<file path="src/rtl/cfg_pkg.sv">
// Shared state encoding and sizing helpers
// for the configuration scan-chain loader.
package cfg_pkg;

  typedef enum logic [1:0] {
    IDLE,
    FETCH,
    SHIFT,
    DONE
  } state_e;

  localparam int CHAIN_LEN_DEF = 1024;

  function automatic int cnt_w(input int len);
    return $clog2(len + 1);
  endfunction

endpackage

</file>
<file path="src/rtl/scan_word_serializer.sv">
// Word-wide shift register feeding the chain
// one bit per shift, LSB first.
module scan_word_serializer
  import cfg_pkg::*;
#(
  parameter int WORD_W = 32,
  parameter int WB_W   = $clog2(WORD_W + 1)
) (
  input  logic              clk,
  input  logic              rst_n,
  input  logic              load,
  input  logic              shift,
  input  logic [WORD_W-1:0] data,
  input  logic [WB_W-1:0]   nbits,
  output logic              sout,
  output logic              last
);

  logic [WORD_W-1:0] sreg;
  logic [WB_W-1:0]   word_bits;

  assign last = (word_bits == WB_W'(1));

  // sout holds its value after the final bit so the
  // chain input stays stable while shifting is paused
  always_ff @(posedge clk or negedge rst_n) begin
    if (!rst_n) begin
      sreg      <= '0;
      word_bits <= '0;
      sout      <= 1'b0;
    end else if (load) begin
      sreg      <= data;
      word_bits <= nbits;
      sout      <= data[0];
    end else if (shift) begin
      sreg      <= sreg >> 1;
      word_bits <= word_bits - WB_W'(1);
      if (!last) sout <= sreg[1];
    end
  end

endmodule

</file>
<file path="src/rtl/scan_cfg_loader.sv">
// Host word stream to configuration scan chain,
// with an optional read-back verify pass.
module scan_cfg_loader
  import cfg_pkg::*;
#(
  parameter int CHAIN_LEN = CHAIN_LEN_DEF,
  parameter int WORD_W    = 32,
  parameter int CNT_W     = cnt_w(CHAIN_LEN)
) (
  input  logic              scan_clk,
  input  logic              rst_n,
  input  logic              start,
  input  logic              verify,
  input  logic [WORD_W-1:0] cfg_data,
  input  logic              cfg_valid,
  output logic              cfg_ready,
  output logic              conn_scan_en,
  output logic              conn_scan_in,
  input  logic              conn_scan_out,
  output logic              busy,
  output logic              done,
  output logic              err,
  output logic [CNT_W-1:0]  mismatch_cnt
);

  localparam int WB_W = $clog2(WORD_W + 1);

  state_e           state, state_d;
  logic             mode;
  logic [CNT_W-1:0] bits_left;
  logic [WB_W-1:0]  load_bits;
  logic             accept;
  logic             shift;
  logic             last;

  assign cfg_ready = (state == FETCH);
  assign accept    = cfg_ready && cfg_valid;
  assign shift     = (state == SHIFT);

  always_comb begin
    load_bits = WB_W'(WORD_W);
    if (int'(bits_left) < WORD_W)
      load_bits = WB_W'(bits_left);
  end

  always_comb begin
    state_d = state;
    unique case (state)
      IDLE:  if (start) state_d = FETCH;
      FETCH: if (cfg_valid) state_d = SHIFT;
      SHIFT: if (last)
               state_d = (bits_left == CNT_W'(1)) ? DONE : FETCH;
      DONE:  state_d = IDLE;
      default: state_d = IDLE;
    endcase
  end

  always_ff @(posedge scan_clk or negedge rst_n) begin
    if (!rst_n) begin
      state        <= IDLE;
      mode         <= 1'b0;
      bits_left    <= '0;
      conn_scan_en <= 1'b0;
      busy         <= 1'b0;
      done         <= 1'b0;
      err          <= 1'b0;
      mismatch_cnt <= '0;
    end else begin
      state        <= state_d;
      conn_scan_en <= (state_d == SHIFT);
      busy         <= (state_d != IDLE);
      done         <= (state_d == DONE);
      if (state == IDLE && start) begin
        mode      <= verify;
        bits_left <= CNT_W'(CHAIN_LEN);
        if (verify) begin
          err          <= 1'b0;
          mismatch_cnt <= '0;
        end
      end
      if (shift) begin
        bits_left <= bits_left - CNT_W'(1);
        // returning bit should equal the bit sent this cycle
        if (mode && (conn_scan_out != conn_scan_in)) begin
          err <= 1'b1;
          if (mismatch_cnt != '1)
            mismatch_cnt <= mismatch_cnt + CNT_W'(1);
        end
      end
    end
  end

  scan_word_serializer #(
    .WORD_W (WORD_W),
    .WB_W   (WB_W)
  ) u_ser (
    .clk   (scan_clk),
    .rst_n (rst_n),
    .load  (accept),
    .shift (shift),
    .data  (cfg_data),
    .nbits (load_bits),
    .sout  (conn_scan_in),
    .last  (last)
  );

endmodule
</file>
<file path="config.mk">
export PLATFORM = sky130hd
export DESIGN_NAME = scan_cfg_loader
export DESIGN_NICKNAME = d
export VERILOG_FILES = /design/src/rtl/cfg_pkg.sv /design/src/rtl/scan_word_serializer.sv /design/src/rtl/scan_cfg_loader.sv
export SDC_FILE = /design/constraint.sdc
export NUM_CORES = 1
export LEC_CHECK = 0
export BUFFER_PORTS_ARGS = -buffer_cell sky130_fd_sc_hd__buf_2
export CORE_MARGIN = 2
export CORE_UTILIZATION = 56
export CTS_BUF_LIST = sky130_fd_sc_hd__clkbuf_4 sky130_fd_sc_hd__clkbuf_8
export DETAILED_ROUTE_END_ITERATION = 6
export PLACE_DENSITY = 0.8
export RECOVER_POWER = 100
export SYNTH_ARGS = -nofsm -noshare
export SYNTH_HDL_FRONTEND = slang
export SYNTH_SLANG_ARGS = --single-unit
</file>
<file path="constraint.sdc">
create_clock -name scan_clk -period 2 [get_ports scan_clk]
set_clock_uncertainty 0.15 [all_clocks]
set_input_delay 0.4 -clock scan_clk [delete_from_list [all_inputs] [get_ports scan_clk]]
set_output_delay 0.4 -clock scan_clk [all_outputs]
set_load 0.03 [all_outputs]
</file>
---- Yosys cells after proc, flatten, opt, wreduce, memory -nomap -nowiden ----
Index checks and enable logic that the tools add are counted.
storage, ports and cells
  bits in registers ....................... 68
  word-level logic and storage cells ...... 57
operators by class
  add/sub/neg operators ................... 3
  $lt $le $gt $ge ......................... 1
  equality and inequality tests ........... 10
  muxes and demuxes ....................... 24
  reductions and logical operators ........ 8
operators by type and width
  kind                   number
  $mux 11                7
  $mux 32                2
  $mux 6                 3
  $add 11x1->11 const B  1
  $eq 11x1->1 const B    1
  $lt 11x6->1 const B    1
  $ne 11x11->1 const B   1
  $sub 11x1->11 const B  1
  $eq 2x2->1 const B     4
  $mux 2                 4
  $pmux 2 s4             1
  $mux 1                 7
  $eq 6x1->1 const B     1
  $reduce_bool 2->1      3
  $sub 6x1->6 const B    1
  $logic_and 1x1->1      3
  $eq 2x1->1 const B     1
  $logic_not 2->1        1
  $ne 2x2->1 const B     1
  $reduce_and 2->1       1
  $ne 1x1->1             1

---- Longest topological paths before layout ----
Gate-level depths: netlist (run 1).
  depth in word-level cells ............... 6
  gate-level depth with buffers ........... 6

---- By module ----
A second synthesis (run 1) with hierarchy kept.
unflattened totals
  cell total of the unflattened synthesis .. 335
  area, all modules ....................... 3333.2 um^2
modules (own cells, without submodules)
  module                times used  cells an instance  area each (um^2)  seq. area each (um^2)
  scan_word_serializer  1           182                1864.3            950.9
  scan_cfg_loader       1           153                1468.9            725.7

---- Worst setup path before layout (run 1) ----
No wires, ideal clock.
  kind .................................... flip-flop to flip-flop
  start ................................... register mismatch_cnt[0]
  end ..................................... register mismatch_cnt[2]
  library setup time ...................... 0.126 ns
  arrival ................................. 1.732 ns
  slack ................................... -0.008 ns
  cell stages (with the launch flop) ...... 6
  path buffers ............................ 0
  cells stage by stage .................... dfrtp_1 > ha_1 > nand3_1 > nor3_4 > nor2_2 > a221o_1
between the ends
  longest elaborated chain between the ends .. 4
RTL lines
  what                                                  RTL line                                      text
  start, declared                                       scan_cfg_loader.sv:23                         output logic [CNT_W-1:0] mismatch_cnt
  start signal, assigned                                scan_cfg_loader.sv:87                         mismatch_cnt <= mismatch_cnt + CNT_W'(1);
  $add 11x1->11 / $ne 11x11->1 (equally long branches)  scan_cfg_loader.sv:87, scan_cfg_loader.sv:86
  $mux 11 (*)                                           scan_cfg_loader.sv:86                         if (mismatch_cnt != '1)
  $mux 11 (*)                                           scan_cfg_loader.sv:84                         if (mode && (conn_scan_out != conn_scan_in)) begin
  $mux 11 (*)                                           scan_cfg_loader.sv:81                         if (shift) begin
Every way passes the cells marked *; elsewhere a longest branch is shown, timed or not.
A chain may end at the register's enable or synchronous reset.

---- Final worst setup path (run 1) ----
  start ................................... register bits_left[5]
  end ..................................... register u_ser.word_bits[5]
between the ends
  longest elaborated chain between the ends .. 3
RTL lines
  what                    RTL line                    text
  start, declared         scan_cfg_loader.sv:30       logic [CNT_W-1:0] bits_left;
  start signal, assigned  scan_cfg_loader.sv:75       bits_left <= CNT_W'(CHAIN_LEN);
  start signal, assigned  scan_cfg_loader.sv:82       bits_left <= bits_left - CNT_W'(1);
  $lt 11x6->1             scan_cfg_loader.sv:42       if (int'(bits_left) < WORD_W)
  $mux 6 (*)              scan_cfg_loader.sv:42
  $mux 6 (*)              scan_word_serializer.sv:31  end else if (load) begin
  end signal, assigned    scan_word_serializer.sv:33  word_bits <= nbits;
  end signal, assigned    scan_word_serializer.sv:37  word_bits <= word_bits - WB_W'(1);
  end, declared           scan_word_serializer.sv:20  logic [WB_W-1:0] word_bits;
Marks and branches as above.

==> flow_metrics.env, run 1 <==
export IMPL_outcome="finished clean"
export IMPL_diodes=0
export IMPL_die_y_um=78.9
export IMPL_drtIter0Drc=145
export IMPL_final_hold_viol_count=0
export IMPL_synth_cells=322
export IMPL_r2r_setup_slack_ps=120
export IMPL_syn_nets=365
export IMPL_peakVddDrop_v=0.000852
export IMPL_ys_async_sr_fraction_pct=100
export IMPL_postLayoutSetupSlackWorst_ps=118
export IMPL_cp_end_kind="flip-flop"
export IMPL_drc_errors=0
export IMPL_syn_area_per_cell_um2=9.76
export IMPL_worstHoldPathType="in2reg"
export IMPL_cts_buffers_inserted=9
export IMPL_netlist_area_um2=3140
export IMPL_fin_util_pct=68.2
export IMPL_worst_slew_margin_rel_pct=41.3
export IMPL_synthDistinctLibCells=47
export IMPL_fmax_mhz=531
export IMPL_period_needed_ps=1880
export IMPL_wl_mm=6.66
export IMPL_crit_arrival_ps=1950
export IMPL_startpoint_type="flip-flop"
export IMPL_clk_pin_slew_ps=70
export IMPL_grt_max_degree=68
export IMPL_cap_violations=0
export IMPL_p_leak_nw=1.82
export IMPL_final_common_cell="nand2_1"
export IMPL_place_ws_ps=-121
export IMPL_drv_slew=0
export IMPL_grt_setup_unrepaired="false"
export IMPL_cts_htree_levels=3
export IMPL_yosys_register_bits=67
export IMPL_firstDrtPassIters=4
export IMPL_final_cell_mix="84 x nand2_1, 65 x dfrtp_1, 38 x buf_2, 30 x a22oi_1, 18 x clkbuf_1"
export IMPL_fin_tns_setup_ps=0
export IMPL_cts_path_max_buffers=2
export IMPL_vias_per_cell=5.70
export IMPL_final_nets=429
export IMPL_ant_nets=0
export IMPL_fill_cells=459
export IMPL_clkLatencyLatePin_ps=330
export IMPL_io_buffers=54
export IMPL_finalSetupViolCount=0
export IMPL_cts_root_buf="clkbuf_8"
export IMPL_yosys_warnings=0
export IMPL_synth_ff_type="dfrtp_1"
export IMPL_p_per_area_nw_per_um2=1440
export IMPL_die_area_um2=6230
export IMPL_area_growth_pct=18.8
export IMPL_antenna_found_initial=0
export IMPL_wl_per_cell_um=14.4
export IMPL_min_period_over_period_pct=94.1
export IMPL_grt_overflow=0
export IMPL_place_gp_congestion=0.793
export IMPL_rows=27
export IMPL_ios=55
export IMPL_hpwlAfterDp_mm=4.45
export IMPL_die_x_um=78.9
export IMPL_critPathRequiredTime_ps=2070
export IMPL_grt_pass1_vias=2455
export IMPL_initial_utilization_pct=57.4
export IMPL_drive_gt1_share_pct=19.9
export IMPL_path_class="reg2reg"
export IMPL_cts_sinks=67
export IMPL_crit_fanout=7
export IMPL_hold_ws_ps=102
export IMPL_synth_edf_count=0
export IMPL_grt_pass1_wl_mm=11.3
export IMPL_worst_pin_slew_ps=880
export IMPL_grt_usage_pct=23.1
export IMPL_post_cts_buffers=0
export IMPL_vias=2640
export IMPL_cts_tree="yes"
export IMPL_core_um2=5470
export IMPL_yosysSeqAreaShare_pct=53.4
## Yosys cell counts (all sizes together), types with 2 or more instances
cell | number | share of area, %
o21ai | 15 | 2.4
xor2 | 3 | 0.84
a22oi | 30 | 7.2
nor2b | 2 | 0.40
nor4 | 4 | 0.80
dfrtp | 67 | 53
nand2 | 84 | 10
xnor2 | 3 | 0.84
and2 | 3 | 0.60
a221o | 5 | 1.6
nor3 | 7 | 1.8
a31oi | 2 | 0.40
clkbuf | 9 | 1.1
nand4 | 4 | 1.0
nand2b | 2 | 0.40
nor2 | 10 | 1.4
buf | 5 | 0.76
nor4b | 2 | 0.56
and4 | 2 | 0.56
a21oi | 8 | 1.4
mux2i | 7 | 2.2
inv | 9 | 1.1
nand3 | 17 | 2.9
and3 | 2 | 0.40
or4 | 2 | 0.60
ha | 5 | 2.0
## area by class of cell
class	count	area, µm²	area share (%)
Tap cell	72	90.1	2.41
Multi-Input combinational cell	232	1390	37.2
Clock inverter	2	35.0	0.938
Clock buffer	14	168	4.49
Inverter	9	33.8	0.905
Timing Repair Buffer	67	340	9.12
Sequential cell	67	1680	45.0
## metrics by stage
stage,power [mW],instance area [µm²],cells
floorplan,3.69,3140,322
global placement,4.17,3550,446
detailed placement,4.27,3550,446
CTS,5.43,3770,463
global route,5.78,3730,463
finish,5.37,3730,463
## flip-flops by register name, summed over array words and instances (netlist names)
signal           flops
bits_left           11
busy                 1
conn_scan_en         1
done                 1
err                  1
mismatch_cnt        11
mode                 1
state                2
u_ser.sout           1
u_ser.sreg          31
u_ser.word_bits      6
## power breakdown
part	internal (mW)	switching, mW
registers	1.89	0.407
clock network	0.665	0.491
logic	0.726	1.18
total	3.28	2.08
## cells by family after synthesis
logic type               synth area share [%]
multiplexers                             2.59
buffers and inverters                    2.91
adder cells (fa/ha/maj)                  1.99
XOR/XNOR                                 1.67
flip-flops                               53.4
AO/OA/AOI/OAI                            15.0
AND/OR/NAND/NOR                          22.5
## critical path, stage by stage (launching register included)
cell,delay (ps)
dfrtp_1,450
or4_4,540
nor3_4,310
nor2_2,50
a311o_1,260
## worst paths after layout
| kind | startpoint | end | cells past startpoint |
|---|---|---|---|
| setup reg to reg | bits_left[5] | u_ser.word_bits[5] | 4 |
| setup / recovery | bits_left[5] | u_ser.word_bits[5] | 4 |
| min in group asynchronous | rst_n | mismatch_cnt[4] | 3 |
| hold reg to reg | u_ser.sreg[11] | u_ser.sreg[11] | 2 |
| max in group asynchronous | rst_n | mismatch_cnt[0] | 3 |
| hold / removal | cfg_data[31] | u_ser.sreg[31] | 3 |
## timing repair
item                                   CTS  global route
hold buffers                             1             0
gates resized for setup                  1             2
pin swaps                                0             0
setup endpoints to repair                3             6
endpoints found under the hold margin   67             0
## per-layer routing
layer,part of all wire [%],GRT usage (%),up-vias
li1,-,-,1270
met1,46,30.6,1292
met2,48,37.6,69
met3,4.9,6.14,9
met4,0.98,6.90,0
met5,0,0,-
No activity file was read; power rests on OpenSTA's default activity.
==> run 2: changes to the inputs <==
- CORE_ASPECT_RATIO: unset -> 0.8
==> run 2 against run 1 <==
  * Routed wire length is 1.3% higher
  * Combinational power is 3% higher
  * Flip-flop and latch count stayed put
  * First-iteration DRC count is 18% higher
  * Die area hardly changed
  * Highest routed layer unchanged
  * Largest power group unchanged
  * Sequential share of layout area is 0.43 points lower
==> flow_metrics.env, run 2 (same netlist as run 1, synthesis figures left out) <==
export IMPL_post_cts_buffers=0
export IMPL_grt_usage_pct=23.7
export IMPL_finalPower_mw=5.44
export IMPL_worstPathCellList="and2b_2, nand3_2, o21a_1, a221o_1"
export IMPL_core_um2=5440
export IMPL_crit_arrival_ps=2040
export IMPL_final_nets=429
export IMPL_cp_end_kind="flip-flop"
export IMPL_cp_endpoint="mismatch_cnt[5]"
export IMPL_initial_utilization_pct=57.8
export IMPL_die_y_um=71.0
export IMPL_crit_start="state[0]"
export IMPL_drtIter0Drc=171
export IMPL_fin_util_pct=69.4
export IMPL_cts_root_buf="clkbuf_8"
export IMPL_peakVddDrop_v=0.000817
export IMPL_worstHoldPathType="in2reg"
export IMPL_ios=55
export IMPL_ant_nets=0
export IMPL_place_ws_ps=-90.8
export IMPL_period_needed_ps=1950
export IMPL_drv_slew=0
export IMPL_crit_slowest_cell="dfrtp_1"
export IMPL_r2r_end="mismatch_cnt[5]"
export IMPL_crit_fanout=8
export IMPL_wl_per_cell_um=14.4
export IMPL_grt_overflow=0
export IMPL_postLayoutSetupSlackWorst_ps=51.2
export IMPL_diodes=0
export IMPL_cts_sinks=67
export IMPL_startpoint_type="flip-flop"
export IMPL_outcome="finished clean"
export IMPL_cts_buffers_inserted=9
export IMPL_grt_setup_unrepaired="false"
export IMPL_drive_gt1_share_pct=20.7
export IMPL_largest_register="u_ser.sreg"
export IMPL_rows=24
export IMPL_fmax_mhz=513
export IMPL_path_class="reg2reg"
export IMPL_finalSetupViolCount=0
export IMPL_top_regs="u_ser.sreg: 31 flops, bits_left: 11 flops, mismatch_cnt: 11 flops"
export IMPL_r2r_setup_slack_ps=50
export IMPL_final_cell_mix="84 x nand2_1, 65 x dfrtp_1, 37 x buf_2, 30 x a22oi_1, 17 x clkbuf_1"
export IMPL_largest_reg_flops=31
export IMPL_placed_cell_area_um2=3570
export IMPL_critPathMaxStageDelay_ps=460
export IMPL_p_leak_nw=1.82
export IMPL_worst_slew_margin_rel_pct=41.1
export IMPL_cts_tree="yes"
export IMPL_worst_pin_slew_ps=884
export IMPL_cts_path_max_buffers=2
export IMPL_place_gp_congestion=0.847
export IMPL_wl_mm=6.75
export IMPL_fill_cells=443
export IMPL_final_hold_viol_count=0
export IMPL_antenna_found_initial=0
export IMPL_die_area_um2=6230
export IMPL_vias=2621
export IMPL_die_x_um=87.7
export IMPL_crit_cells=4
export IMPL_cp_buffers_inverters=0
export IMPL_grt_pass1_vias=2528
export IMPL_clkLatencyLatePin_ps=360
export IMPL_fin_area_um2=3770
export IMPL_r2r_start="state[0]"
export IMPL_cts_htree_levels=3
export IMPL_vias_per_cell=5.59
export IMPL_critPathRequiredTime_ps=2090
export IMPL_p_per_area_nw_per_um2=1440
export IMPL_clk_pin_slew_ps=80
export IMPL_reg2reg_depth=4
export IMPL_grt_max_degree=68
export IMPL_drc_errors=0
export IMPL_io_buffers=54
export IMPL_hpwlAfterDp_mm=4.52
export IMPL_final_common_cell="nand2_1"
export IMPL_area_growth_pct=20.0
export IMPL_cp_top_family="compound AO/OA/AOI/OAI gates"
export IMPL_firstDrtPassIters=5
export IMPL_grt_pass1_wl_mm=11.4
export IMPL_cap_violations=0
export IMPL_min_period_over_period_pct=97.4
==> run 2: changes by cell type in the layout (fill, tap and decap cells not counted), sizes merged <==
cell	change
clkbuf	-5
clkinvlp	+1
inv	+4
==> run 2: power by group <==
part / internal, mW / switching [mW] / total, mW
combinational: 0.751 / 1.21 / 1.96
sequential: 1.89 / 0.419 / 2.31
clock: 0.595 / 0.580 / 1.17
==> run 2: layout make-up <==
class	count	area [µm²]	share of cell area, %
Clock inverter	7	81.3	2.16
Multi-Input combinational cell	232	1400	37.1
Tap cell	78	97.6	2.59
Inverter	9	33.8	0.896
Timing Repair Buffer	67	357	9.46
Sequential cell	67	1680	44.5
Clock buffer	9	124	3.29
==> run 2: worst min-delay path by stage <==
stage / start / to / slack [ps] / cells past startpoint
after global placement: rst_n / bits_left[7] / 290 / 2
after global routing: cfg_data[31] / u_ser.sreg[31] / 100 / 3
final: cfg_data[31] / u_ser.sreg[31] / 90 / 3
after detailed placement: rst_n / bits_left[8] / 300 / 2
after CTS: cfg_data[31] / u_ser.sreg[31] / 90 / 3
after floorplan: rst_n / bits_left[0] / -50 / 0
==> run 2: worst reg2reg max path, stage by stage (launching register included) <==
cell and delay [ps]:
dfrtp_1 460, and2b_2 360, nand3_2 170, o21a_1 320, a221o_1 380
==> run 2: repair_timing <==
action | in CTS | in global routing
setup endpoints to repair | 30 | 2
gates resized for setup | 1 | 3
cloned | 0 | 0
hold buffers | 1 | 0
endpoints found under the hold margin | 67 | 0
==> run 2: per-layer routing <==
layer	track usage (%)	up-vias	wire (µm)	share of wire, %
met5	0	-	0	0
met4	7.52	0	77	1.1
met3	6.88	8	448	6.6
met2	36.8	80	3190	47
met1	32.4	1258	3030	45
li1	-	1275	-	-
==> run 2: through the flow <==
| step | hold slack (ps) | std cells | TNS [ps] |
|---|---|---|---|
| final | 89.9 | 469 | 0 |
| after global routing | 96.9 | 469 | 0 |
| after CTS | 86.1 | 469 | 0 |
| after detailed placement | 297 | 452 | -1920 |
| after global placement | 295 | 452 | -666 |
| after floorplan | -45.6 | 322 | 0 |
